### src/rtl/rgb2hsv_stream_if.sv
// rgb2hsv_stream_if: pixel-in / HSV-out stream bundle with ready/valid on both sides.
interface rgb2hsv_stream_if #(
    parameter int DATA_W = 8,
    parameter int HUE_W  = 8
);
    logic              in_valid, in_ready, in_visual, in_done;
    logic [DATA_W-1:0] in_red, in_green, in_blue;
    logic              out_valid, out_ready, out_visual, out_done;
    logic [DATA_W-1:0] out_red, out_green, out_blue, out_saturation, out_brightness;
    logic [HUE_W-1:0]  out_hue;

    modport master (
        output in_valid, in_red, in_green, in_blue, in_visual, in_done, out_ready,
        input  in_ready, out_valid, out_red, out_green, out_blue, out_hue,
               out_saturation, out_brightness, out_visual, out_done
    );

    modport slave (
        input  in_valid, in_red, in_green, in_blue, in_visual, in_done, out_ready,
        output in_ready, out_valid, out_red, out_green, out_blue, out_hue,
               out_saturation, out_brightness, out_visual, out_done
    );
endinterface

### src/rtl/rgb2hsv_stream.sv
// rgb2hsv_stream: one-pixel-per-clock RGB to HSV with pipelined restoring dividers and a global stall.
module rgb2hsv_stream #(
    parameter int DATA_W    = 8,
    parameter int HUE_W     = 8,
    parameter int HUE_RANGE = 256
) (
    input logic clock,
    input logic reset_n,
    rgb2hsv_stream_if.slave bus
);
    localparam int Q   = HUE_W > DATA_W ? HUE_W : DATA_W;
    localparam int LAT = 4 + Q;
    localparam int NW  = DATA_W + 3;
    localparam int HW  = DATA_W + 3 + HUE_W;
    localparam int SW  = 2 * DATA_W;

    logic              en;
    logic [LAT-1:0]    v_p, vis_p, done_p;
    logic [DATA_W-1:0] r_p [LAT];
    logic [DATA_W-1:0] g_p [LAT];
    logic [DATA_W-1:0] b_p [LAT];
    logic [DATA_W-1:0] mx, mn, s1_max, s1_min, s2_dif, s2_max, dif;
    logic [1:0]        idx, s1_idx;
    logic [NW-1:0]     n_c, s2_n, de, re, ge, be;
    logic [HW-1:0]     hrem [Q];
    logic [HW-1:0]     hdv [Q];
    logic [HW-1:0]     hrem_n [Q];
    logic [SW-1:0]     srem [Q];
    logic [SW-1:0]     sdv [Q];
    logic [SW-1:0]     srem_n [Q];
    logic [HUE_W-1:0]  hq [Q+1];
    logic [HUE_W-1:0]  hq_n [Q];
    logic [DATA_W-1:0] sq [Q+1];
    logic [DATA_W-1:0] sq_n [Q];
    logic [DATA_W-1:0] bri [Q+1];
    logic [Q:0]        z;
    logic [HUE_W-1:0]  hue_o;
    logic [DATA_W-1:0] sat_o, bri_o;
    logic              r_max, b_max;

    assign en = !(bus.out_valid && !bus.out_ready);
    assign bus.in_ready = en;

    // Max priority R, then B, then G; the index selects the hue sector.
    always_comb begin
        r_max = bus.in_red >= bus.in_green && bus.in_red >= bus.in_blue;
        b_max = !r_max && bus.in_blue >= bus.in_green;
        mx    = r_max ? bus.in_red : b_max ? bus.in_blue : bus.in_green;
        mn    = (bus.in_red <= bus.in_green && bus.in_red <= bus.in_blue) ? bus.in_red :
                (bus.in_green <= bus.in_blue ? bus.in_green : bus.in_blue);
        idx   = r_max ? 2'd0 : b_max ? 2'd2 : 2'd1;
    end

    always_comb begin
        dif = s1_max - s1_min;
        de  = NW'(dif);
        re  = NW'(r_p[0]);
        ge  = NW'(g_p[0]);
        be  = NW'(b_p[0]);
        n_c = s1_idx == 2'd0 ? (ge >= be ? ge - be : (de << 2) + (de << 1) - (be - ge)) :
              s1_idx == 2'd1 ? (de << 1) + be - re : (de << 2) + re - ge;
    end

    // Divider step j resolves quotient bit Q-1-j; bits above a divider's width are idle steps.
    always_comb begin
        for (int j = 0; j < Q; j++) begin
            hrem_n[j] = hrem[j];
            hq_n[j]   = hq[j];
            srem_n[j] = srem[j];
            sq_n[j]   = sq[j];
            if (Q - 1 - j < HUE_W && hrem[j] >= (hdv[j] << (Q - 1 - j))) begin
                hrem_n[j] = hrem[j] - (hdv[j] << (Q - 1 - j));
                hq_n[j]   = hq[j] | (HUE_W'(1) << (Q - 1 - j));
            end
            if (Q - 1 - j < DATA_W && srem[j] >= (sdv[j] << (Q - 1 - j))) begin
                srem_n[j] = srem[j] - (sdv[j] << (Q - 1 - j));
                sq_n[j]   = sq[j] | (DATA_W'(1) << (Q - 1 - j));
            end
        end
    end

    always_ff @(posedge clock) begin
        if (!reset_n) begin
            v_p    <= '0;
            vis_p  <= '0;
            done_p <= '0;
            for (int i = 0; i < LAT; i++) begin
                r_p[i] <= '0;
                g_p[i] <= '0;
                b_p[i] <= '0;
            end
            s1_max <= '0;
            s1_min <= '0;
            s1_idx <= '0;
            s2_dif <= '0;
            s2_max <= '0;
            s2_n   <= '0;
            for (int i = 0; i < Q; i++) begin
                hrem[i] <= '0;
                hdv[i]  <= '0;
                srem[i] <= '0;
                sdv[i]  <= '0;
            end
            for (int i = 0; i <= Q; i++) begin
                hq[i]  <= '0;
                sq[i]  <= '0;
                bri[i] <= '0;
            end
            z     <= '0;
            hue_o <= '0;
            sat_o <= '0;
            bri_o <= '0;
        end else if (en) begin
            v_p    <= {v_p[LAT-2:0], bus.in_valid};
            vis_p  <= {vis_p[LAT-2:0], bus.in_visual};
            done_p <= {done_p[LAT-2:0], bus.in_done};
            r_p[0] <= bus.in_red;
            g_p[0] <= bus.in_green;
            b_p[0] <= bus.in_blue;
            for (int i = 1; i < LAT; i++) begin
                r_p[i] <= r_p[i-1];
                g_p[i] <= g_p[i-1];
                b_p[i] <= b_p[i-1];
            end
            s1_max  <= mx;
            s1_min  <= mn;
            s1_idx  <= idx;
            s2_dif  <= dif;
            s2_max  <= s1_max;
            s2_n    <= n_c;
            hrem[0] <= HW'(s2_n) * HW'(HUE_RANGE);
            hdv[0]  <= (HW'(s2_dif) << 2) + (HW'(s2_dif) << 1);
            srem[0] <= (SW'(s2_dif) << DATA_W) - SW'(s2_dif);
            sdv[0]  <= SW'(s2_max);
            hq[0]   <= '0;
            sq[0]   <= '0;
            bri[0]  <= s2_max;
            z       <= {z[Q-1:0], s2_dif == '0};
            for (int j = 0; j < Q - 1; j++) begin
                hrem[j+1] <= hrem_n[j];
                hdv[j+1]  <= hdv[j];
                srem[j+1] <= srem_n[j];
                sdv[j+1]  <= sdv[j];
            end
            for (int j = 0; j < Q; j++) begin
                hq[j+1]  <= hq_n[j];
                sq[j+1]  <= sq_n[j];
                bri[j+1] <= bri[j];
            end
            hue_o <= z[Q] ? '0 : hq[Q];
            sat_o <= z[Q] ? '0 : sq[Q];
            bri_o <= bri[Q];
        end
    end

    assign bus.out_valid      = v_p[LAT-1];
    assign bus.out_visual     = vis_p[LAT-1];
    assign bus.out_done       = done_p[LAT-1];
    assign bus.out_red        = r_p[LAT-1];
    assign bus.out_green      = g_p[LAT-1];
    assign bus.out_blue       = b_p[LAT-1];
    assign bus.out_hue        = hue_o;
    assign bus.out_saturation = sat_o;
    assign bus.out_brightness = bri_o;
endmodule

### src/flat_wrapper.sv
// flat-port wrapper written by rule: the top's interface ports become plain ports
module rgb2hsv_stream_flat 
#(
    parameter int DATA_W    = 8,
    parameter int HUE_W     = 8,
    parameter int HUE_RANGE = 256
)
  (clock, reset_n, bus_in_valid, bus_in_red, bus_in_green, bus_in_blue, bus_in_visual, bus_in_done, bus_out_ready, bus_in_ready, bus_out_valid, bus_out_red, bus_out_green, bus_out_blue, bus_out_hue, bus_out_saturation, bus_out_brightness, bus_out_visual, bus_out_done);
  rgb2hsv_stream_if #(.DATA_W(DATA_W), .HUE_W(HUE_W)) bus_i ();
  input logic clock;
  input logic reset_n;
  input wire logic [$bits(bus_i.in_valid)-1:0] bus_in_valid;
  input wire logic [$bits(bus_i.in_red)-1:0] bus_in_red;
  input wire logic [$bits(bus_i.in_green)-1:0] bus_in_green;
  input wire logic [$bits(bus_i.in_blue)-1:0] bus_in_blue;
  input wire logic [$bits(bus_i.in_visual)-1:0] bus_in_visual;
  input wire logic [$bits(bus_i.in_done)-1:0] bus_in_done;
  input wire logic [$bits(bus_i.out_ready)-1:0] bus_out_ready;
  output wire logic [$bits(bus_i.in_ready)-1:0] bus_in_ready;
  output wire logic [$bits(bus_i.out_valid)-1:0] bus_out_valid;
  output wire logic [$bits(bus_i.out_red)-1:0] bus_out_red;
  output wire logic [$bits(bus_i.out_green)-1:0] bus_out_green;
  output wire logic [$bits(bus_i.out_blue)-1:0] bus_out_blue;
  output wire logic [$bits(bus_i.out_hue)-1:0] bus_out_hue;
  output wire logic [$bits(bus_i.out_saturation)-1:0] bus_out_saturation;
  output wire logic [$bits(bus_i.out_brightness)-1:0] bus_out_brightness;
  output wire logic [$bits(bus_i.out_visual)-1:0] bus_out_visual;
  output wire logic [$bits(bus_i.out_done)-1:0] bus_out_done;
  assign bus_i.in_valid = bus_in_valid;
  assign bus_i.in_red = bus_in_red;
  assign bus_i.in_green = bus_in_green;
  assign bus_i.in_blue = bus_in_blue;
  assign bus_i.in_visual = bus_in_visual;
  assign bus_i.in_done = bus_in_done;
  assign bus_i.out_ready = bus_out_ready;
  assign bus_in_ready = bus_i.in_ready;
  assign bus_out_valid = bus_i.out_valid;
  assign bus_out_red = bus_i.out_red;
  assign bus_out_green = bus_i.out_green;
  assign bus_out_blue = bus_i.out_blue;
  assign bus_out_hue = bus_i.out_hue;
  assign bus_out_saturation = bus_i.out_saturation;
  assign bus_out_brightness = bus_i.out_brightness;
  assign bus_out_visual = bus_i.out_visual;
  assign bus_out_done = bus_i.out_done;
  rgb2hsv_stream #(.DATA_W(DATA_W), .HUE_W(HUE_W), .HUE_RANGE(HUE_RANGE)) u_core (.clock(clock), .reset_n(reset_n), .bus(bus_i));
endmodule
### config.mk
export PLATFORM = sky130hd
export DESIGN_NAME = rgb2hsv_stream_flat
export DESIGN_NICKNAME = d
export VERILOG_FILES = /design/src/rtl/rgb2hsv_stream_if.sv /design/src/rtl/rgb2hsv_stream.sv /design/src/flat_wrapper.sv
export SDC_FILE = /design/constraint.sdc
export NUM_CORES = 2
export LEC_CHECK = 0
export ABC_AREA = 1
export BUFFER_PORTS_ARGS = -buffer_cell sky130_fd_sc_hd__buf_2
export CAP_MARGIN = 0
export CELL_PAD_IN_SITES_DETAIL_PLACEMENT = 1
export CELL_PAD_IN_SITES_GLOBAL_PLACEMENT = 2
export CORE_MARGIN = 2
export CORE_UTILIZATION = 44
export DETAILED_ROUTE_END_ITERATION = 8
export PLACE_DENSITY_LB_ADDON = 0.1
export SLEW_MARGIN = 20
export SYNTH_ARGS = -nofsm -noshare
export SYNTH_HDL_FRONTEND = slang
export SYNTH_SLANG_ARGS = --single-unit
### constraint.sdc
create_clock -name clock -period 56.8 [get_ports clock]
set_clock_uncertainty 0.1 [all_clocks]
set_input_delay 5.68 -clock clock [delete_from_list [all_inputs] [get_ports clock]]
set_output_delay 5.68 -clock clock [all_outputs]
set_load 0.01 [all_outputs]
After elaboration in Yosys (flattened, before gate mapping) --
Memories as Yosys holds them, arrays and structs flattened. A register that Yosys moved wholly into a read port is not among the register bits. Index checks and enable logic that the tools add are counted. Widths: inputs -> output; s select.
Storage, ports and cells: flip-flop bits (word level) 106, memory bits (writable) 1064, bits of input ports 30, output and inout bits 52, logic and storage cells 317, memories 10
Cells by class: $add $sub $neg 25, order comparisons 23, equality and inequality tests 1, mux-type cells 140, bitwise operators 95, reductions and logical operators 11
Memories:
- u_core.hdv | words 8, width 19, rd ports 8, clocked after memory_dff 0, wr ports 8, line rgb2hsv_stream.sv:26 | logic [HW-1:0] hdv [Q];
- u_core.hrem | words 8, width 19, rd ports 8, clocked after memory_dff 0, wr ports 8, line rgb2hsv_stream.sv:25 | logic [HW-1:0] hrem [Q];
- u_core.sdv | words 8, width 16, rd ports 8, clocked after memory_dff 0, wr ports 8, line rgb2hsv_stream.sv:29 | logic [SW-1:0] sdv [Q];
- u_core.srem | words 8, width 16, rd ports 8, clocked after memory_dff 0, wr ports 8, line rgb2hsv_stream.sv:28 | logic [SW-1:0] srem [Q];
- u_core.b_p | words 12, width 8, rd ports 12, clocked after memory_dff 0, wr ports 12, line rgb2hsv_stream.sv:21 | logic [DATA_W-1:0] b_p [LAT];
- u_core.g_p | words 12, width 8, rd ports 12, clocked after memory_dff 0, wr ports 12, line rgb2hsv_stream.sv:20 | logic [DATA_W-1:0] g_p [LAT];
- +4 memories
Operator list (number):
- $mux 8 | 71
- $mux 19 | 23
- $mux 16 | 23
- $ge 19x19->1 | 8
- $sub 19x19->19 | 7
- $ge 16x16->1 | 8
- $sub 16x16->16 | 7
- $or 1x1->1 | 95
- $mux 11 | 3
- $ge 8x8->1 | 4
- $le 8x8->1 | 3
- $add 10x9->11 | 2
- $sub 11x8->11 | 2
- $sub 8x8->9 | 2
- $sub 16x8->16 | 1
- $mux 7 | 2
- $mux 6 | 2
- $add 10x8->11 | 1
- $sub 11x11->11 | 1
- $add 9x8->10 | 1
- $mux 5 | 2
- $logic_not 8->1 | 1
- $mux 2 | 4
- $mux 4 | 2
- 7 further kinds | 20

Depth between registers and ports, before layout --
depth in word-level cells 6, depth in mapped cells 26, gate-level depth less buffers 26

Worst setup path after synthesis --
Ideal clock, no wire load.
kind input to register, from input reset_n, to memory u_core.b_p[0][0], enable pin, setup time 1.409 ns, arrival 26.479 ns, data required time 55.291 ns, slack 28.811 ns, stages 5, buffers on the path 2, cells stage by stage buf_2 > inv_2 > nor2_2 > inv_2 > clkbuf_1
RTL lines:
- from (decl) | line flat_wrapper.sv:11 | input logic reset_n;
- to (decl) | line rgb2hsv_stream.sv:21

Worst setup path in the final report --
from input bus_out_ready, to output bus_in_ready
Between the ends: cells in the longest elaborated chain, start to end 3
Ends and longest elaborated chain:
- from (decl) | line flat_wrapper.sv:18 | input wire logic [$bits(bus_i.out_ready)-1:0] bus_out_ready;
- $logic_not 1->1 | line rgb2hsv_stream.sv:41 | assign en = !(bus.out_valid && !bus.out_ready);
- $logic_and 1x1->1 | line rgb2hsv_stream.sv:41
- $logic_not 1->1 | line rgb2hsv_stream.sv:41
- to (decl) | line flat_wrapper.sv:19 | output wire logic [$bits(bus_i.in_ready)-1:0] bus_in_ready;
No other way between the ends.

==> results by stage <==
STA:
- Setup violations remaining at the end of the flow were counted as 0.
- The number of slew-limit violations in the final report is 0.
- The highest attainable clock frequency is 81.86 MHz.
- Measured against its own limit, the worst slew margin works out to 34.66%.
- Across all hold checks on the routed design, the worst slack comes to 0.3543 ns.
- The post-layout minimum cycle time is 12.22 ns.
- Setup repair after global routing left no endpoint under its margin.
- In the final timing run, aggregate negative setup slack is 0 ns.
- The hold violation total from the final report is 0.
- For the pin with the worst max-slew slack, the measured transition is between 0.9 and 1 ns.
- Dividing the final minimum period by the clock period gives 21.51%.

Clock network:
- The number of buffers on the longest clock path is 3.
- The H-tree generated during clock tree synthesis spans 3 levels.
- The clock tree from TritonCTS is built.
- Clock-pin slew was measured on the worst setup and hold paths at 0.06 ns.
- The number of sinks on the clock net is 864.
- The post-CTS setup buffer count is 0.
- The total clock buffers created by CTS is 97.
- The cell at the root of the clock tree is clkbuf_16.
- The hold buffer count at cts is 0.
- The post-CTS resize count is 0.
- The clock latency of the later-clocked register in the worst-skew pair is approximately 0.70 ns.

Hold path:
- The type of the worst min-delay path is reg2reg.

Die:
- The die extent in x is 324.9 µm.
- The core box area is 102,000 µm².
- The initial cell density of the core is 44.42%.
- 82 I/O pins were placed.
- The initialized floorplan defines 117 standard-cell rows.
- The floorplan step defined a die boundary enclosing 105,600 µm².
- In this run the vertical extent of the chip is 324.9 µm.

Critical path:
- Grouping stages by cell kind, the critical path spends the most delay in buffers and inverters.
- Data on the critical path is required at its endpoint by 51.02 ns.
- The setup path with the least slack is of type in2out.
- Walking the worst path, the cells encountered are buf_2 -> nor2_4 -> inv_1 -> buf_2.
- The largest single stage delay on the critical path is roughly 0.30 ns.
- The worst setup path is launched from a primary input.
- The critical path contains buffers and inverters numbering 3 combined.
- The highest fanout seen on the critical path is 10.
- The critical path endpoint category is a primary output.
- The endpoint arrival time on the critical path is 6.44 ns.
- The worst register-to-register path has a setup slack of 51.88 ns.
- The slowest cell on the critical path is nor2_4.
- In this design, the critical path's most frequently occurring cell is buf_2.

Routing:
- After detailed routing, the average wire length per cell comes to 16.23 µm.
- The final route contains 30,340 vias.
- Dividing the detail-routed via count by the number of cells gives 4.823.
- For this run, design rule violations remaining after detail routing come to 0.
- Before antenna repair, the detailed router went through 5 iterations.
- The DRC violation total after the first TritonRoute iteration is 1,447.
- For this block, the routed nets add up to 102,100 µm of wire.
- The number of nets still failing antenna checks after routing is 0.

Finish:
- The repair_antennas step left the layout with diodes totalling 0.
- The layout overhead on the synthesized area is 10.26%.
- At the end of the flow, the number of nets in the layout was roughly 5,000.
- Summing all multi-input logic gate instances after layout gives 16,180 µm².
- The post-route netlist has 6.378% of its cells at a drive strength greater than 1.
- The number of non-filler instances in the completed layout is 6,291.
- Summing all non-filler instances in the final layout gives an area of 49,970 µm².
- The layout filler cell count is 11,550.
- Summing all flip-flop and latch instances after layout gives 24,800 µm².

Place:
- Port buffering added 81 buffers.
- The wire-length estimate of the detail-placed layout is 73,900 µm.
- Counting tap cells, the placed design contains a total of 6,107 instances.
- The placed cell area is between 40,000 and 50,000 µm².
- The last weighted congestion value of the routability-driven placer is around 0.85.

Global route:
- Entering global routing, the biggest net connects 201 pins.
- The global router's overall resource usage is 19.52%.
- The remaining global-route overflow is 0.
- The via count of the first global-routing pass came to approximately 32,000.
- The number of antenna violations at the first check in global routing is 0.
- The first global-routing pass estimated 167,900 µm of wire.

Yosys:
- The most instantiated flip-flop cell in the synthesis netlist is edfxtp_1.
- The number of distinct library cells after synthesis is 59.
- Summing the sequential cell areas from Yosys gives between 50% and 60% of the chip area.
- The synthesized netlist occupies a cell area of 45,320 µm².
- Counting flops with a built-in enable in the synthesized netlist gives 750.
- The number of synthesized register bits is 864.
- Yosys printed 0 warnings.
- In this run the mean area of a mapped cell was 9.444 µm².
- The async set or reset register ratio after synthesis is 0%.
- The post-synthesis instance total is 4,799.
- Counting every net in the synthesized netlist gives 5,112.

Pwr:
- The power share of the combinational group is 40.4%.
- Net switching is 38.33% of the power.
- For this design the static power due to leakage is 22.18 nW.
- The worst vdd rail ir drop is 0.03151 mV.
- Of the total power, registers draw 34.2%.
- In this run the power density over the cells is about 49 nW/µm².
- The internal portion of total power is 1.513 mW.
- The total net switching power is 0.9403 mW.
- The clock network burns 25.4% of the power.

Status:
- The flow ran to the end, and the final reports show no timing, DRC or antenna violations.

Flow run:
- Max-cap violations in this run came to 0.
## Yosys cell counts (4+ instances only)
cell	instances	share of area [%]
o21ai_2	7	0.14
o211ai_1	17	0.28
nor3_2	4	0.088
nor2_1	760	6.3
xor2_1	86	1.7
nor2_4	5	0.12
o21bai_1	14	0.23
buf_2	73	0.81
o22ai_1	52	0.72
clkbuf_1	29	0.24
fa_1	36	1.6
or2_2	10	0.14
a32o_1	16	0.35
buf_6	11	0.27
nand3_1	141	1.6
nor3_1	32	0.35
ha_1	247	6.8
edfxtp_1	750	50
nand4_1	48	0.66
xnor2_1	67	1.3
o21ai_1	15	0.17
buf_4	32	0.53
nor2_2	9	0.12
inv_1	906	7.5
a21oi_1	269	3.0
inv_2	11	0.091
nand2_2	12	0.17
a31oi_1	9	0.12
a22o_1	8	0.15
a211oi_1	9	0.15
o21a_1	12	0.20
buf_1	13	0.11
o21ai_0	215	2.4
a21o_1	14	0.23
dfxtp_1	114	5.0
a21boi_0	5	0.083
nand2_1	685	5.7
nand3b_1	20	0.33
nor4_1	7	0.097
## cell usage in the layout, fill, tap and decap left out, types with 48 or more instances in the layout
cell type  instances
inv_1            906
nor2_1           760
edfxtp_1         750
nand2_1          685
a21oi_1          269
ha_1             247
o21ai_0          215
nand3_1          141
dfxtp_1          114
clkbuf_16         97
xor2_1            86
buf_2             80
xnor2_1           67
o22ai_1           52
nand4_1           48
## cell type report
type                    count  share of cell area [%]
multi-input cells        2857                   32.38
clock buffers             115                   4.993
clock inverters            69                   1.495
inverters                 919                   6.933
repair buffers             99                   1.137
well taps                1368                   3.425
flip-flops and latches    864                   49.64
## layer usage
| metal | GRT usage [%] | part of all wire [%] | wire length [µm] |
|---|---|---|---|
| met1 | 25.53 | 47 | 47880 |
| met2 | 34.01 | 48 | 49470 |
| met3 | 2.342 | 2.4 | 2487 |
| met4 | 5.646 | 2.2 | 2272 |
| met5 | 0 | 0 | 0 |
## logic make-up after synthesis
group	count (synthesis)	synth area share, %
flip-flops	864	54.73
AO/OA/AOI/OAI	675	8.445
buffers and inverters	1078	9.580
AND/OR/NAND/NOR	1746	15.88
XOR/XNOR	153	2.957
adder cells (fa/ha/maj)	283	8.409
## final timing paths
path / startpoint / end / cells past startpoint
min: u_core.s2_n[6]$_SDFFE_PN0N_ / u_core.s2_n[6]$_SDFFE_PN0N_ / 2
max reg2reg: u_core.s1_max[0]$_SDFFE_PN0N_ / u_core.s2_n[8]$_SDFFE_PN0N_ / 22
max: bus_out_ready / bus_in_ready / 4
min reg2reg: u_core.s2_n[6]$_SDFFE_PN0N_ / u_core.s2_n[6]$_SDFFE_PN0N_ / 2
## power groups by stage
stage	clock network (mW)	logic, mW	registers [mW]
6_report	0.622	0.991	0.840
5_1_grt	0.667	1.15	0.849
4_1_cts	0.642	1.00	0.841
3_5_place_dp	0	0.996	0.854
3_3_place_gp	0	0.980	0.853
2_1_floorplan	0	0.787	0.833
## metrics by stage
| stage | total power [mW] | setup WS (ns) | util, % |
|---|---|---|---|
| floorplan | 1.620 | 28.81 | - |
| global placement | 1.833 | 44.57 | 45.80 |
| detailed placement | 1.850 | 44.57 | 45.80 |
| CTS | 2.487 | 44.56 | 48.97 |
| global route | 2.664 | 44.52 | 48.97 |
| finish | 2.453 | 44.58 | 48.97 |
## state kept, by name (all words and copies together), names as in the netlist, 36 cells and up
signal	flops
u_core.hdv	67
u_core.g_p	96
u_core.r_p	96
u_core.hq	36
u_core.srem	126
u_core.bri	72
u_core.hrem	109
u_core.b_p	96
u_core.sq	36
## worst reg2reg max path, cell delays in order, from the launching register on
cell      delay (ns)
dfxtp_1         0.33
inv_1           0.15
ha_1            0.17
inv_1           0.06
fa_1            0.45
nand3_1         0.10
nand2_1         0.13
nand2_1         0.12
nand2_1         0.06
a21oi_1         0.15
xor2_1          0.71
inv_1           0.29
ha_1            0.42
xnor2_1         0.16
inv_1           0.07
ha_1            0.30
nand2_1         0.07
or2_2           0.30
nand4_1         0.14
nand3b_1        0.13
nand3_1         0.10
nand2_1         0.18
o21ai_0         0.11
Note: power is estimated with default switching activity, not from simulation.
